`src/rtl/mem_req_initiator.sv`:
```
// mem_req_initiator: single-outstanding load/store initiator for the cache/memory request port.
// Each access is held stable until mem_done or timeout; status is returned on a valid/ready channel.
module mem_req_initiator #(
  parameter int ADDR_W  = 32,
  parameter int DATA_W  = 32,
  parameter int TIMEOUT = 64,
  parameter int CNT_W   = 16
) (
  input  logic              clk,
  input  logic              rst_n,
  input  logic              req_valid,
  output logic              req_ready,
  input  logic              req_wr,
  input  logic [ADDR_W-1:0] req_addr,
  input  logic [DATA_W-1:0] req_wdata,
  output logic              rsp_valid,
  input  logic              rsp_ready,
  output logic [DATA_W-1:0] rsp_rdata,
  output logic              rsp_hit,
  output logic              rsp_err,
  output logic [ADDR_W-1:0] mem_addr,
  output logic [DATA_W-1:0] mem_data_in,
  output logic              mem_rd,
  output logic              mem_wr,
  input  logic [DATA_W-1:0] mem_data_out,
  input  logic              mem_done,
  input  logic              mem_stall,
  input  logic              mem_cache_hit,
  output logic [CNT_W-1:0]  hit_cnt,
  output logic [CNT_W-1:0]  miss_cnt
);

  localparam int TO_W = (TIMEOUT > 1) ? $clog2(TIMEOUT) : 1;
  localparam logic [TO_W-1:0] TO_LAST = TO_W'(TIMEOUT - 1);

  typedef enum logic [1:0] {IDLE, ISSUE, WAIT, RESP} state_e;

  state_e state_q, state_d;

  // Only the word part of the address is kept; the byte offset is consumed by the alignment check.
  logic [ADDR_W-3:0] addr_q, addr_d;
  logic [DATA_W-1:0] wdata_q, wdata_d;
  logic              wr_q, wr_d;
  logic [ADDR_W-1:0] mem_addr_q, mem_addr_d;
  logic [DATA_W-1:0] mem_data_q, mem_data_d;
  logic              mem_rd_q, mem_rd_d;
  logic              mem_wr_q, mem_wr_d;
  logic              rsp_valid_q, rsp_valid_d;
  logic [DATA_W-1:0] rsp_rdata_q, rsp_rdata_d;
  logic              rsp_hit_q, rsp_hit_d;
  logic              rsp_err_q, rsp_err_d;
  logic [CNT_W-1:0]  hit_cnt_q, hit_cnt_d;
  logic [CNT_W-1:0]  miss_cnt_q, miss_cnt_d;
  logic [TO_W-1:0]   tmo_q, tmo_d;

  logic misaligned;
  assign misaligned = (req_addr[1:0] != 2'b00);

  always_ff @(posedge clk) begin
    if (!rst_n) begin
      state_q     <= IDLE;
      addr_q      <= '0;
      wdata_q     <= '0;
      wr_q        <= 1'b0;
      mem_addr_q  <= '0;
      mem_data_q  <= '0;
      mem_rd_q    <= 1'b0;
      mem_wr_q    <= 1'b0;
      rsp_valid_q <= 1'b0;
      rsp_rdata_q <= '0;
      rsp_hit_q   <= 1'b0;
      rsp_err_q   <= 1'b0;
      hit_cnt_q   <= '0;
      miss_cnt_q  <= '0;
      tmo_q       <= '0;
    end else begin
      state_q     <= state_d;
      addr_q      <= addr_d;
      wdata_q     <= wdata_d;
      wr_q        <= wr_d;
      mem_addr_q  <= mem_addr_d;
      mem_data_q  <= mem_data_d;
      mem_rd_q    <= mem_rd_d;
      mem_wr_q    <= mem_wr_d;
      rsp_valid_q <= rsp_valid_d;
      rsp_rdata_q <= rsp_rdata_d;
      rsp_hit_q   <= rsp_hit_d;
      rsp_err_q   <= rsp_err_d;
      hit_cnt_q   <= hit_cnt_d;
      miss_cnt_q  <= miss_cnt_d;
      tmo_q       <= tmo_d;
    end
  end

  // Done has priority over timeout when both land in the same WAIT cycle.
  always_comb begin
    state_d = state_q;
    case (state_q)
      IDLE:    if (req_valid) state_d = misaligned ? RESP : ISSUE;
      ISSUE:   if (!mem_stall) state_d = WAIT;
      WAIT:    if (mem_done || (tmo_q == TO_LAST)) state_d = RESP;
      RESP:    if (rsp_ready) state_d = IDLE;
      default: state_d = IDLE;
    endcase
  end

  always_comb begin
    addr_d      = addr_q;
    wdata_d     = wdata_q;
    wr_d        = wr_q;
    mem_addr_d  = mem_addr_q;
    mem_data_d  = mem_data_q;
    mem_rd_d    = mem_rd_q;
    mem_wr_d    = mem_wr_q;
    rsp_valid_d = rsp_valid_q;
    rsp_rdata_d = rsp_rdata_q;
    rsp_hit_d   = rsp_hit_q;
    rsp_err_d   = rsp_err_q;
    hit_cnt_d   = hit_cnt_q;
    miss_cnt_d  = miss_cnt_q;
    tmo_d       = tmo_q;
    case (state_q)
      IDLE: begin
        if (req_valid) begin
          addr_d  = req_addr[ADDR_W-1:2];
          wdata_d = req_wdata;
          wr_d    = req_wr;
          if (misaligned) begin
            rsp_valid_d = 1'b1;
            rsp_err_d   = 1'b1;
            rsp_rdata_d = '0;
            rsp_hit_d   = 1'b0;
          end
        end
      end
      ISSUE: begin
        if (!mem_stall) begin
          mem_addr_d = {addr_q, 2'b00};
          mem_data_d = wdata_q;
          mem_rd_d   = ~wr_q;
          mem_wr_d   = wr_q;
          tmo_d      = '0;
        end
      end
      WAIT: begin
        if (mem_done) begin
          mem_rd_d    = 1'b0;
          mem_wr_d    = 1'b0;
          rsp_valid_d = 1'b1;
          rsp_rdata_d = wr_q ? '0 : mem_data_out;
          rsp_hit_d   = mem_cache_hit;
          rsp_err_d   = 1'b0;
          if (mem_cache_hit) begin
            if (!(&hit_cnt_q)) hit_cnt_d = hit_cnt_q + CNT_W'(1);
          end else begin
            if (!(&miss_cnt_q)) miss_cnt_d = miss_cnt_q + CNT_W'(1);
          end
        end else if (tmo_q == TO_LAST) begin
          mem_rd_d    = 1'b0;
          mem_wr_d    = 1'b0;
          rsp_valid_d = 1'b1;
          rsp_rdata_d = '0;
          rsp_hit_d   = 1'b0;
          rsp_err_d   = 1'b1;
        end else begin
          tmo_d = tmo_q + TO_W'(1);
        end
      end
      RESP: begin
        if (rsp_ready) rsp_valid_d = 1'b0;
      end
      default: ;
    endcase
  end

  assign req_ready   = (state_q == IDLE);
  assign rsp_valid   = rsp_valid_q;
  assign rsp_rdata   = rsp_rdata_q;
  assign rsp_hit     = rsp_hit_q;
  assign rsp_err     = rsp_err_q;
  assign mem_addr    = mem_addr_q;
  assign mem_data_in = mem_data_q;
  assign mem_rd      = mem_rd_q;
  assign mem_wr      = mem_wr_q;
  assign hit_cnt     = hit_cnt_q;
  assign miss_cnt    = miss_cnt_q;

endmodule

```
`config.mk`:
```
export PLATFORM = sky130hd
export DESIGN_NAME = mem_req_initiator
export DESIGN_NICKNAME = d
export VERILOG_FILES = /design/src/rtl/mem_req_initiator.sv
export SDC_FILE = /design/constraint.sdc
export NUM_CORES = 1
export LEC_CHECK = 0
export ABC_AREA = 1
export ABC_CLOCK_PERIOD_IN_PS = 2000
export CAP_MARGIN = 30
export CORE_AREA = 2 2 148 150
export CTS_CLUSTER_DIAMETER = 50
export DETAILED_ROUTE_END_ITERATION = 8
export DIE_AREA = 0 0 150 152
export GPL_ROUTABILITY_DRIVEN = 0
export PLACE_DENSITY = 0.71
export SLEW_MARGIN = 25
export SYNTH_ARGS = -nofsm -noshare
export SYNTH_HDL_FRONTEND = slang
export SYNTH_SLANG_ARGS = --single-unit
export TNS_END_PERCENT = 50
```
`constraint.sdc`:
```
create_clock -name clk -period 2 [get_ports clk]
set_input_delay 0.3 -clock clk [delete_from_list [all_inputs] [get_ports clk]]
set_output_delay 0.3 -clock clk [all_outputs]
set_load 0.01 [all_outputs]
```
; Word level (Yosys, flattened, before mapping)
; Index checks and enable logic that the tools add are counted.
[totals]
elab_cells = 86
ff_bits = 202
[op_classes]
n_mux = 34
reduce_logical = 17
n_eq_ne = 12
n_bitwise = 5
add_sub_neg = 3
[op_table]
columns = op, n
row1 = $mux W32, 5
row2 = $pmux W32 S2, 1
row3 = $add A16 B1 Y16 const B, 2
row4 = $reduce_and A16 Y1, 2
row5 = $reduce_and A4 Y1, 5
row6 = $mux W6, 3
row7 = $mux W1, 13
row8 = $ne A2 B2 Y1 const B, 6
row9 = $pmux W6 S2, 1
row10 = $mux W2, 5
row11 = $pmux W1 S2, 4
row12 = $pmux W2 S4, 1
row13 = $add A6 B1 Y6 const B, 1
row14 = $eq A6 B6 Y1 const B, 1
row15 = $reduce_bool A2 Y1, 3
row16 = $not A1 Y1, 5
row17 = $reduce_and A5 Y1, 1
row18 = $eq A2 B2 Y1 const B, 2
row19 = $reduce_and A2 Y1, 2
row20 = $ne A3 B3 Y1 const B, 1
row21 = $pmux W1 S3, 1
row22 = $reduce_and A3 Y1, 1
row23 = $reduce_bool A3 Y1, 1
row24 = $eq A2 B1 Y1 const B, 1
row25 = other kinds (3), 3

; Logic depth before layout (Yosys ltp)
; Gate-level depths: netlist of run 1.
[logic_depth]
depth_word = 4
depth_mapped = 12
mapped_depth_nobuf = 11

; Least setup slack after synthesis of run 1
; Ideal clock, no wire load.
[synth_path]
path_kind = reg2reg
startpoint = register state_q[0]
endpoint = register rsp_rdata_q[11], in the netlist rsp_rdata[11]
path_slack_ns = 0.321
path_buffers = 1
arrival_time_ns = 1.569
path_stages_with_launch = 12
setup_ns = 0.110
t_required_ns = 1.890
synth_period_minus_slack_ns = 1.679
path_cell_list = dfxtp_1 inv_1 ha_1 inv_1 or2_2 nand2_2 inv_4 nand2_4 buf_6 nand2_2 inv_2 nor2_1
[synth_between]
elab_chain_cells = 3
[synth_lines]
columns = element, line
row1 = from (decl), 38  ; state_e state_q, state_d;
row2 = from (signal assigned), 77  ; state_q <= state_d;
row3 = $logic_not A2 Y1 *, -
row4 = named net req_ready, 12  ; output logic req_ready,
row5 = $ne A2 B1 Y1 (no line) (tied with other cells), -
row6 = $reduce_and A4 Y1 (no line), -
row7 = to (signal assigned), 86  ; rsp_rdata_q <= rsp_rdata_d;
row8 = to (decl), 49  ; logic [DATA_W-1:0] rsp_rdata_q, rsp_rdata_d;
; The timed path passes the listed nets; every way through them passes the cells marked *.
; A chain may end at the register's enable or synchronous reset.

; Final worst setup path of run 1
[layout_path]
startpoint = register hit_cnt_q[10], in the netlist hit_cnt[10]
endpoint = output hit_cnt[10]
[layout_rtl]
columns = element, line
row1 = from (decl), 52  ; logic [CNT_W-1:0] hit_cnt_q, hit_cnt_d;
row2 = from (signal assigned), 89  ; hit_cnt_q <= hit_cnt_d;
row3 = to (decl), 29  ; output logic [CNT_W-1:0] hit_cnt,
; No word-level cell between the ends.

==> run_summary.xml, run 1 <==
<?xml version="1.0" encoding="UTF-8"?>
<metrics>
  <group name="status">
    <metric name="outcome" unit="">completed</metric>
  </group>
  <group name="global_route">
    <metric name="grt_start_max_net_pins" unit="">88</metric>
    <metric name="number_of_antenna_violations_at_the_first_check_in_global_routing" unit="">0</metric>
    <metric name="global_route.usage.total" unit="%">19.69</metric>
    <metric name="grt_pass1_vias" unit="">7894</metric>
    <metric name="gr-total-overflow" unit="">0</metric>
    <metric name="grt_pass1_wl" unit="mm">37.81</metric>
  </group>
  <group name="floorplanning">
    <metric name="floorplan.initialDensity" unit="%">41.06</metric>
    <metric name="die_h" unit="µm">152</metric>
    <metric name="die_x" unit="µm">150</metric>
    <metric name="die-area" unit="µm²">22800</metric>
    <metric name="boundaryPins" unit="">238</metric>
    <metric name="core.rowCount" unit="">54</metric>
    <metric name="core" unit="µm²">21350</metric>
  </group>
  <group name="detailed_routing">
    <metric name="mean_number_of_vias_per_cell" unit="">4.715</metric>
    <metric name="route.detailed.wl_per_inst" unit="µm">13.01</metric>
    <metric name="wirelength" unit="mm">23.15</metric>
    <metric name="drt.antenna.violating_nets" unit="">0</metric>
    <metric name="drtIter0Drc" unit="">286</metric>
    <metric name="vias" unit="">8388</metric>
    <metric name="drc" unit="">0</metric>
    <metric name="dr.pass1.iters" unit="">5</metric>
  </group>
  <group name="layout">
    <metric name="seqCellArea" unit="µm²">4044</metric>
    <metric name="area_of_the_multi_input_gates" unit="µm²">3965</metric>
    <metric name="mostFrequentLayoutCells" unit="">336 x nor2_1, 233 x clkdlybuf4s50_1, 227 x nand2_1</metric>
    <metric name="filler_cell_count" unit="">2032</metric>
    <metric name="area_growth_syn_to_layout" unit="%">40.05</metric>
    <metric name="antenna_cells_inserted" unit="">0</metric>
    <metric name="post_layout_utilization_of_the_core" unit="%">57.50</metric>
    <metric name="nets" unit="">1592</metric>
    <metric name="final_common_cell" unit="">nor2_1</metric>
    <metric name="layout-drive-gt1-share" unit="%">9.206</metric>
  </group>
  <group name="clocking">
    <metric name="tritoncts" unit="">yes</metric>
    <metric name="tritoncts.num_buffers" unit="">26</metric>
    <metric name="postCtsHoldBufs" unit="">0</metric>
    <metric name="htree_levels" unit="">1</metric>
    <metric name="post-cts-setup-buffers" unit="">0</metric>
    <metric name="post_cts_resized" unit="">1</metric>
    <metric name="cts.reportedPaths.clkPinSlew" unit="ps">60</metric>
    <metric name="worstSkewPairLatency" unit="ps">510</metric>
    <metric name="cts_root_buffer_type" unit="">clkbuf_16</metric>
    <metric name="clock-sinks" unit="">202</metric>
    <metric name="clk_path_buf_depth" unit="">3</metric>
  </group>
  <group name="critical_path">
    <metric name="critPathTopFamily" unit="">buffers and inverters</metric>
    <metric name="worstReg2RegStart" unit="">state_q[0]</metric>
    <metric name="r2r.worst_path.cells" unit="">11</metric>
    <metric name="cp.buffers_inverters" unit="">1</metric>
    <metric name="end_kind" unit="">primary output</metric>
    <metric name="timing.critical_path.cells" unit="">clkdlybuf4s50_1</metric>
    <metric name="timing.setup.critical_path_class" unit="">flop to primary output</metric>
    <metric name="timing.critical_path.arrival" unit="ps">1610</metric>
    <metric name="cp.required" unit="ps">1700</metric>
    <metric name="r2r-end" unit="">rsp_rdata[26]</metric>
    <metric name="cpMaxStageDelayCell" unit="">clkdlybuf4s50_1</metric>
    <metric name="slowest_delay" unit="ps">600</metric>
    <metric name="timing.critical_path.fanout_max" unit="">6</metric>
    <metric name="worst_setup_path_start_kind" unit="">flop</metric>
    <metric name="ff2ff_setup_slack" unit="ps">170</metric>
  </group>
  <group name="worst_hold_path">
    <metric name="worstHoldStart" unit="">rst_n</metric>
    <metric name="instance_count_along_the_most_critical_hold_path" unit="">3</metric>
    <metric name="min_path_type" unit="">input port to flop</metric>
    <metric name="timing.hold.worst_endpoint" unit="">miss_cnt[12]</metric>
  </group>
  <group name="sta">
    <metric name="setup_total_negative_slack" unit="ps">0</metric>
    <metric name="max_freq" unit="MHz">523.0</metric>
    <metric name="final_min_period_over_clock_period" unit="%">95.60</metric>
    <metric name="setup-violations-final" unit="">0</metric>
    <metric name="unrepaired_setup_endpoints_after_global_routing" unit="">no</metric>
    <metric name="slew_headroom" unit="%">65.45</metric>
    <metric name="timing_worst_slew_pin_value" unit="ps">518.3</metric>
    <metric name="finalWorstPathRequiredPeriod" unit="ps">1912</metric>
    <metric name="final.setup.worst_slack" unit="ps">87.95</metric>
    <metric name="timing_max_transition_violations_final" unit="">0</metric>
    <metric name="clk_skew" unit="ps">8.517</metric>
    <metric name="hold_ws" unit="ps">114.5</metric>
    <metric name="finalHoldViolations" unit="">0</metric>
  </group>
  <group name="logic_synthesis">
    <metric name="synth-warning-count" unit="">0</metric>
    <metric name="ys_types" unit="">33</metric>
    <metric name="synth_cells" unit="">1260</metric>
    <metric name="syn-mean-instance-area" unit="µm²">6.957</metric>
    <metric name="synth.yosys.seq_area_share" unit="%">46.13</metric>
    <metric name="post_synth_instance_area" unit="µm²">8766</metric>
    <metric name="synth-seq-cells" unit="">202</metric>
  </group>
  <group name="pwr">
    <metric name="p_leak" unit="nW">5.189</metric>
    <metric name="vdd_drop_max" unit="V">0.0006557</metric>
    <metric name="p_per_area" unit="nW/µm²">1326</metric>
  </group>
  <group name="placement">
    <metric name="dp_hpwl" unit="mm">15.39</metric>
    <metric name="placement.io_buffers" unit="">235</metric>
    <metric name="place_ws" unit="ps">111.4</metric>
  </group>
  <group name="run">
    <metric name="cap_viol_max_count" unit="">0</metric>
  </group>
</metrics>
## worst max-delay path by stage
stage / cells past startpoint / to / from / slack [ps]
finish: 1 / hit_cnt[10] / hit_cnt[10] / 90
global route: 11 / rsp_rdata[31] / state_q[0] / 1
CTS: 1 / hit_cnt[10] / hit_cnt[10] / 50
detailed placement: 9 / miss_cnt[0] / state_q[0] / 110
global placement: 9 / miss_cnt[0] / state_q[0] / 140
floorplan: 11 / rsp_rdata[11] / state_q[0] / 320
## cell families after synthesis
| kind of cell | share of synthesized area [%] |
|---|---|
| AO/OA/AOI/OAI | 10.13 |
| XOR/XNOR | 0.9991 |
| adder cells (fa/ha/maj) | 1.285 |
| buffers and inverters | 8.850 |
| flip-flops | 46.13 |
| other | 0.04278 |
| AND/OR/NAND/NOR | 32.56 |
## final cells by class
class | instances | area share, %
Tap cell | 280 | 2.854
Timing Repair Buffer | 257 | 21.19
Inverter | 122 | 3.751
Multi-Input combinational cell | 870 | 32.30
Sequential cell | 202 | 32.94
Clock buffer | 36 | 6.186
Clock inverter | 12 | 0.7848
## worst min-delay path: stages
cell	delay, ps
buf_4	170
nand2_1	80
nor2_1	30
## report_power, final
part           switching, mW  total, mW  internal [mW]
logic                   3.49       6.18           2.68
clock network           1.82       4.51           2.69
registers              0.529       5.59           5.06
## through the flow
stage	instances	total power [mW]	instance area (µm²)
6_report	1779	16.28	12280
5_1_grt	1779	17.50	12280
4_1_cts	1779	16.47	12270
3_5_place_dp	1731	11.90	11420
3_3_place_gp	1731	11.78	11420
2_1_floorplan	1261	9.402	8770
## cells in the mapped netlist (all sizes together)
cell / number / area [µm²]
nor3: 3 / 15.01
clkbuf: 47 / 176.4
a21oi: 32 / 197.7
xnor2: 4 / 35.03
dfxtp: 202 / 4044
nand3: 67 / 352.8
or2: 1 / 6.260
nor2: 349 / 1370
o21ai: 135 / 690.7
nand3b: 3 / 35.03
xor2: 6 / 52.55
buf: 20 / 138.9
inv: 122 / 460.4
nand4: 14 / 102.6
conb: 1 / 3.750
ha: 9 / 112.6
nand2: 245 / 972.2
## per-layer routing
| metal | share of wire [%] | vias up | wire length, µm | global-route usage [%] |
|---|---|---|---|---|
| li1 | - | 4353 | - | - |
| met1 | 44 | 3754 | 10180 | 25.00 |
| met2 | 46 | 244 | 10670 | 33.07 |
| met3 | 8.3 | 37 | 1925 | 5.646 |
| met4 | 1.6 | 0 | 372 | 4.447 |
| met5 | 0 | - | 0 | 0 |
## sequential cells by signal, indices dropped and copies added (netlist names)
signal / count
mem_data_in: 32
hit_cnt: 16
mem_addr: 30
state_q: 2
tmo_q: 6
wr_q: 1
rsp_rdata: 32
mem_rd: 1
rsp_err: 1
rsp_valid: 1
mem_wr: 1
miss_cnt: 16
rsp_hit: 1
addr_q: 30
wdata_q: 32
No activity file was read; power rests on OpenSTA's default activity.
==> inputs of run 2 (changes only) <==
- PLACE_DENSITY: 0.71 -> 0.67
==> run 2 against run 1 <==
  * First-iteration DRC count grew 19%
  * Die area unchanged
  * Critical path depth unchanged
==> run_summary.xml, run 2 (synthesized netlist as in run 1, its figures left out) <==
<?xml version="1.0" encoding="UTF-8"?>
<metrics>
  <group name="sta">
    <metric name="setup-violations-final" unit="">0</metric>
    <metric name="timing_max_transition_violations_final" unit="">0</metric>
    <metric name="clk_skew" unit="ps">9.442</metric>
    <metric name="finalWorstPathRequiredPeriod" unit="ps">1905</metric>
    <metric name="final_min_period_over_clock_period" unit="%">95.23</metric>
    <metric name="unrepaired_setup_endpoints_after_global_routing" unit="">no</metric>
    <metric name="max_freq" unit="MHz">525.1</metric>
    <metric name="setup_total_negative_slack" unit="ps">0</metric>
    <metric name="finalHoldViolations" unit="">0</metric>
  </group>
  <group name="layout">
    <metric name="layout-drive-gt1-share" unit="%">9.581</metric>
    <metric name="antenna_cells_inserted" unit="">0</metric>
    <metric name="final_area" unit="µm²">12430</metric>
    <metric name="area_growth_syn_to_layout" unit="%">41.82</metric>
    <metric name="mostFrequentLayoutCells" unit="">335 x nor2_1, 233 x clkdlybuf4s50_1, 227 x nand2_1</metric>
    <metric name="final_cell_count_no_fill" unit="">1783</metric>
    <metric name="nets" unit="">1597</metric>
    <metric name="post_layout_utilization_of_the_core" unit="%">58.23</metric>
    <metric name="final_common_cell" unit="">nor2_1</metric>
    <metric name="filler_cell_count" unit="">2050</metric>
  </group>
  <group name="floorplanning">
    <metric name="boundaryPins" unit="">238</metric>
    <metric name="core" unit="µm²">21350</metric>
    <metric name="die-area" unit="µm²">22800</metric>
    <metric name="die_x" unit="µm">150</metric>
    <metric name="die_h" unit="µm">152</metric>
    <metric name="core.rowCount" unit="">54</metric>
    <metric name="floorplan.initialDensity" unit="%">41.06</metric>
  </group>
  <group name="clocking">
    <metric name="clk_path_buf_depth" unit="">3</metric>
    <metric name="worstSkewPairLatency" unit="ps">520</metric>
    <metric name="cts_root_buffer_type" unit="">clkbuf_16</metric>
    <metric name="postCtsHoldBufs" unit="">0</metric>
    <metric name="htree_levels" unit="">1</metric>
    <metric name="clock-sinks" unit="">202</metric>
    <metric name="post-cts-setup-buffers" unit="">0</metric>
    <metric name="cts.reportedPaths.clkPinSlew" unit="ps">60</metric>
    <metric name="tritoncts.num_buffers" unit="">26</metric>
    <metric name="tritoncts" unit="">yes</metric>
  </group>
  <group name="critical_path">
    <metric name="r2r-end" unit="">hit_cnt[5]</metric>
    <metric name="r2r.worst_path.cells" unit="">9</metric>
    <metric name="worstReg2RegStart" unit="">state_q[0]</metric>
    <metric name="cp.required" unit="ps">1700</metric>
    <metric name="timing.critical_path.fanout_max" unit="">6</metric>
    <metric name="cpMaxStageDelayCell" unit="">clkdlybuf4s50_1</metric>
    <metric name="ff2ff_setup_slack" unit="ps">210</metric>
    <metric name="slowest_delay" unit="ps">600</metric>
    <metric name="cp.buffers_inverters" unit="">1</metric>
    <metric name="timing.critical_path.cells" unit="">clkdlybuf4s50_1</metric>
    <metric name="timing.critical_path.arrival" unit="ps">1600</metric>
    <metric name="worst_setup_path_start_kind" unit="">flop</metric>
    <metric name="end_kind" unit="">primary output</metric>
    <metric name="timing.setup.critical_path_class" unit="">flop to primary output</metric>
    <metric name="critPathTopFamily" unit="">buffers and inverters</metric>
  </group>
  <group name="detailed_routing">
    <metric name="drt.antenna.violating_nets" unit="">0</metric>
    <metric name="wirelength" unit="mm">23.09</metric>
    <metric name="drtIter0Drc" unit="">341</metric>
    <metric name="vias" unit="">8299</metric>
    <metric name="dr.pass1.iters" unit="">5</metric>
    <metric name="drc" unit="">0</metric>
    <metric name="mean_number_of_vias_per_cell" unit="">4.655</metric>
    <metric name="route.detailed.wl_per_inst" unit="µm">12.95</metric>
  </group>
  <group name="pwr">
    <metric name="p_switching" unit="mW">5.815</metric>
    <metric name="vdd_drop_max" unit="V">0.0008305</metric>
    <metric name="seq_power_share" unit="%">33.3</metric>
    <metric name="p_per_area" unit="nW/µm²">1355</metric>
    <metric name="p_leak" unit="nW">5.267</metric>
    <metric name="sw_frac_of_total" unit="%">34.52</metric>
    <metric name="combinationalPowerShare" unit="%">37.4</metric>
    <metric name="clockPowerShare" unit="%">29.3</metric>
    <metric name="p_int" unit="mW">11.03</metric>
  </group>
  <group name="worst_hold_path">
    <metric name="min_path_type" unit="">input port to flop</metric>
    <metric name="instance_count_along_the_most_critical_hold_path" unit="">3</metric>
    <metric name="worstHoldStart" unit="">rst_n</metric>
    <metric name="timing.hold.worst_endpoint" unit="">mem_data_in[9]</metric>
  </group>
  <group name="placement">
    <metric name="numPlacedInstances" unit="">1736</metric>
    <metric name="placement.io_buffers" unit="">235</metric>
    <metric name="dp_hpwl" unit="mm">15.54</metric>
    <metric name="placedInstanceArea" unit="µm²">11490</metric>
  </group>
  <group name="global_route">
    <metric name="global_route.usage.total" unit="%">20.02</metric>
    <metric name="grt_pass1_vias" unit="">7800</metric>
    <metric name="gr-total-overflow" unit="">0</metric>
    <metric name="grt_start_max_net_pins" unit="">59</metric>
    <metric name="number_of_antenna_violations_at_the_first_check_in_global_routing" unit="">1</metric>
    <metric name="grt_pass1_wl" unit="mm">38.34</metric>
  </group>
  <group name="run">
    <metric name="cap_viol_max_count" unit="">0</metric>
  </group>
  <group name="status">
    <metric name="outcome" unit="">completed</metric>
  </group>
</metrics>
[run 2: cell count changes in the layout (fill, tap and decap cells not counted), moves of 2 or more]
cell,before,now
ha_1,7,9
buf_12,7,10
ha_2,2,0
dfxtp_1,202,200
inv_6,3,1
bufinv_16,0,4
[run 2: routing by layer]
layer  GRT usage [%]  share of wire, %
met1           25.30                44
met2           33.40                46
met3           5.976               8.7
met4           4.942               1.7
met5               0                 0
[run 2: what timing repair did]
| action | CTS | global route |
|---|---|---|
| pin swaps | 0 | 0 |
| resized for setup | 3 | 3 |
| endpoints found under the setup margin | 1 | 35 |
[run 2: layout make-up]
type	count	area, µm²	share of cell area (%)
clock inverters	13	187.7	1.510
multi-input cells	870	3963	31.87
clock buffers	34	742.0	5.968
well taps	280	350.3	2.818
inverters	122	460.4	3.704
repair buffers	262	2680	21.56
flip-flops and latches	202	4049	32.57
[run 2: power groups by stage]
| stage | Sequential, mW | Clock [mW] | Combinational [mW] |
|---|---|---|---|
| global route | 5.74 | 5.25 | 7.16 |
| detailed placement | 5.67 | 0 | 6.36 |
| CTS | 5.61 | 5.06 | 6.39 |
| floorplan | 5.90 | 0 | 3.51 |
| global placement | 5.65 | 0 | 6.31 |
| finish | 5.61 | 4.93 | 6.31 |
[run 2: how the worst max path moves through the flow]
stage | from | end | slack [ps] | cells after the start
after floorplan | state_q[0] | rsp_rdata[11] | 320 | 11
after global placement | mem_done | rsp_rdata[9] | 180 | 9
after detailed placement | state_q[0] | miss_cnt[0] | 150 | 9
after CTS | state_q[0] | req_ready | 50 | 4
after global routing | state_q[0] | hit_cnt[9] | 10 | 9
final | hit_cnt[10] | hit_cnt[10] | 100 | 1
[run 2: stage by stage]
stage | total power [mW] | hold slack [ps] | setup WS [ps]
2_1_floorplan | 9.402 | 436.5 | 321.3
3_3_place_gp | 11.96 | 452.7 | 175.4
3_5_place_dp | 12.03 | 454.4 | 152.9
4_1_cts | 17.06 | 230.6 | 52.80
5_1_grt | 18.14 | 272.6 | 14.16
6_report | 16.84 | 236.6 | 95.50
==> inputs of run 3 (changes only) <==
- CTS_CLUSTER_SIZE: default -> 8
==> run 3 against run 2 <==
  * Fmax fell by 0.56%
  * Sequential share of layout area rose by 0.12 points
  * Total power shrank 1.3%
  * Critical endpoint unchanged
  * Critical path type unchanged
  * Cell count shrank 0.28%
  * Die area unchanged
==> run_summary.xml, run 3 (synthesized netlist as in run 1, its figures left out) <==
<?xml version="1.0" encoding="UTF-8"?>
<metrics>
  <group name="layout">
    <metric name="final_cell_count_no_fill" unit="">1778</metric>
    <metric name="post_layout_utilization_of_the_core" unit="%">58.01</metric>
    <metric name="mostFrequentLayoutCells" unit="">335 x nor2_1, 233 x clkdlybuf4s50_1, 227 x nand2_1</metric>
    <metric name="filler_cell_count" unit="">2063</metric>
    <metric name="antenna_cells_inserted" unit="">0</metric>
    <metric name="area_growth_syn_to_layout" unit="%">41.29</metric>
    <metric name="layout-drive-gt1-share" unit="%">9.212</metric>
    <metric name="final_common_cell" unit="">nor2_1</metric>
    <metric name="nets" unit="">1602</metric>
  </group>
  <group name="detailed_routing">
    <metric name="drc" unit="">0</metric>
    <metric name="mean_number_of_vias_per_cell" unit="">4.679</metric>
    <metric name="drtIter0Drc" unit="">333</metric>
    <metric name="route.detailed.wl_per_inst" unit="µm">13.06</metric>
    <metric name="wirelength" unit="mm">23.23</metric>
    <metric name="drt.antenna.violating_nets" unit="">0</metric>
    <metric name="dr.pass1.iters" unit="">5</metric>
    <metric name="vias" unit="">8320</metric>
  </group>
  <group name="critical_path">
    <metric name="slowest_delay" unit="ps">600</metric>
    <metric name="timing.critical_path.fanout_max" unit="">6</metric>
    <metric name="cpMaxStageDelayCell" unit="">clkdlybuf4s50_1</metric>
    <metric name="cp.required" unit="ps">1700</metric>
    <metric name="timing.critical_path.arrival" unit="ps">1620</metric>
    <metric name="timing.critical_path.cells" unit="">clkdlybuf4s50_1</metric>
    <metric name="end_kind" unit="">primary output</metric>
    <metric name="cp.buffers_inverters" unit="">1</metric>
    <metric name="critPathTopFamily" unit="">buffers and inverters</metric>
    <metric name="worst_setup_path_start_kind" unit="">flop</metric>
    <metric name="timing.setup.critical_path_class" unit="">flop to primary output</metric>
  </group>
  <group name="pwr">
    <metric name="p_int" unit="mW">10.88</metric>
    <metric name="seq_power_share" unit="%">33.8</metric>
    <metric name="sw_frac_of_total" unit="%">34.57</metric>
    <metric name="clockPowerShare" unit="%">28.4</metric>
    <metric name="vdd_drop_max" unit="V">0.0007597</metric>
    <metric name="p_switching" unit="mW">5.748</metric>
    <metric name="combinationalPowerShare" unit="%">37.9</metric>
    <metric name="p_leak" unit="nW">5.246</metric>
    <metric name="p_per_area" unit="nW/µm²">1342</metric>
  </group>
  <group name="floorplanning">
    <metric name="die-area" unit="µm²">22800</metric>
    <metric name="boundaryPins" unit="">238</metric>
    <metric name="floorplan.initialDensity" unit="%">41.06</metric>
    <metric name="die_h" unit="µm">152</metric>
    <metric name="core.rowCount" unit="">54</metric>
    <metric name="core" unit="µm²">21350</metric>
    <metric name="die_x" unit="µm">150</metric>
  </group>
  <group name="clocking">
    <metric name="clk_path_buf_depth" unit="">3</metric>
    <metric name="post-cts-setup-buffers" unit="">0</metric>
    <metric name="htree_levels" unit="">1</metric>
    <metric name="postCtsHoldBufs" unit="">0</metric>
    <metric name="cts.reportedPaths.clkPinSlew" unit="ps">50</metric>
    <metric name="tritoncts.num_buffers" unit="">31</metric>
    <metric name="clock-sinks" unit="">202</metric>
    <metric name="worstSkewPairLatency" unit="ps">540</metric>
    <metric name="cts_root_buffer_type" unit="">clkbuf_16</metric>
    <metric name="tritoncts" unit="">yes</metric>
  </group>
  <group name="global_route">
    <metric name="grt_start_max_net_pins" unit="">59</metric>
    <metric name="number_of_antenna_violations_at_the_first_check_in_global_routing" unit="">1</metric>
    <metric name="grt_pass1_wl" unit="mm">38.38</metric>
    <metric name="global_route.usage.total" unit="%">20.06</metric>
    <metric name="grt_pass1_vias" unit="">7841</metric>
    <metric name="gr-total-overflow" unit="">0</metric>
  </group>
  <group name="sta">
    <metric name="max_freq" unit="MHz">522.1</metric>
    <metric name="final.setup.worst_slack" unit="ps">84.83</metric>
    <metric name="setup-violations-final" unit="">0</metric>
    <metric name="finalHoldViolations" unit="">0</metric>
    <metric name="final_min_period_over_clock_period" unit="%">95.76</metric>
    <metric name="hold_ws" unit="ps">228.4</metric>
    <metric name="timing_max_transition_violations_final" unit="">0</metric>
    <metric name="finalWorstPathRequiredPeriod" unit="ps">1915</metric>
    <metric name="setup_total_negative_slack" unit="ps">0</metric>
    <metric name="unrepaired_setup_endpoints_after_global_routing" unit="">no</metric>
    <metric name="clk_skew" unit="ps">13.67</metric>
  </group>
  <group name="status">
    <metric name="outcome" unit="">completed</metric>
  </group>
  <group name="placement">
    <metric name="placement.io_buffers" unit="">235</metric>
    <metric name="dp_hpwl" unit="mm">15.54</metric>
    <metric name="place_ws" unit="ps">152.9</metric>
    <metric name="numPlacedInstances" unit="">1736</metric>
  </group>
  <group name="run">
    <metric name="cap_viol_max_count" unit="">0</metric>
  </group>
  <group name="worst_hold_path">
    <metric name="min_path_type" unit="">input port to flop</metric>
  </group>
</metrics>
## run 3: cell count changes in the layout (fill, tap and decap cells not counted), sizes merged
cell | before | now
inv | 124 | 123
clkbuf | 34 | 38
clkinvlp | 2 | 1
bufinv | 4 | 1
clkinv | 5 | 1
## run 3: final cells by class
type / instances / area, µm² / area share [%]
Sequential cell: 202 / 4049 / 32.69
Multi-Input combinational cell: 870 / 3963 / 31.99
Timing Repair Buffer: 262 / 2680 / 21.64
Clock buffer: 38 / 832.0 / 6.718
Inverter: 122 / 460.4 / 3.718
Tap cell: 280 / 350.3 / 2.829
Clock inverter: 4 / 51.30 / 0.4142
## run 3: power by group through the flow
stage,clock network (mW),registers [mW],logic (mW)
3_5_place_dp,0,5.67,6.36
3_3_place_gp,0,5.65,6.31
5_1_grt,5.02,5.74,7.16
2_1_floorplan,0,5.90,3.51
4_1_cts,4.83,5.62,6.39
6_report,4.71,5.62,6.30
## run 3: timing repair
action	CTS	global route
setup endpoints to repair	1	29
pin swaps	0	0
gates cloned	0	0
resized for setup	3	3
## run 3: tightest hold or removal path: stages
cell     delay, ps
buf_4          240
o21ai_0        120
nor2_1          40
## run 3: routing by layer
layer  vias up  routed length [µm]  global-route usage [%]
li1       4357                   -                       -
met1      3687               10170                   25.14
met2       243               10640                   33.68
met3        33                2005                   5.736
met4         0                 407                   5.391
met5         -                   0                       0
## run 3: worst paths after layout
kind                             startpoint     endpoint  slack (ps)  depth (start not counted)
worst max-delay path            hit_cnt[10]  hit_cnt[10]          80                          1
worst min-delay path                  rst_n   wdata_q[3]         230                          3
worst max register to register   state_q[0]   hit_cnt[5]         190                          9
worst min register to register       mem_wr       mem_wr         460                          2
## run 3: through the flow
step,power [mW],cell area (µm²)
CTS,16.84,12380
global placement,11.96,11490
detailed placement,12.03,11490
global route,17.92,12390
finish,16.63,12390
floorplan,9.402,8770
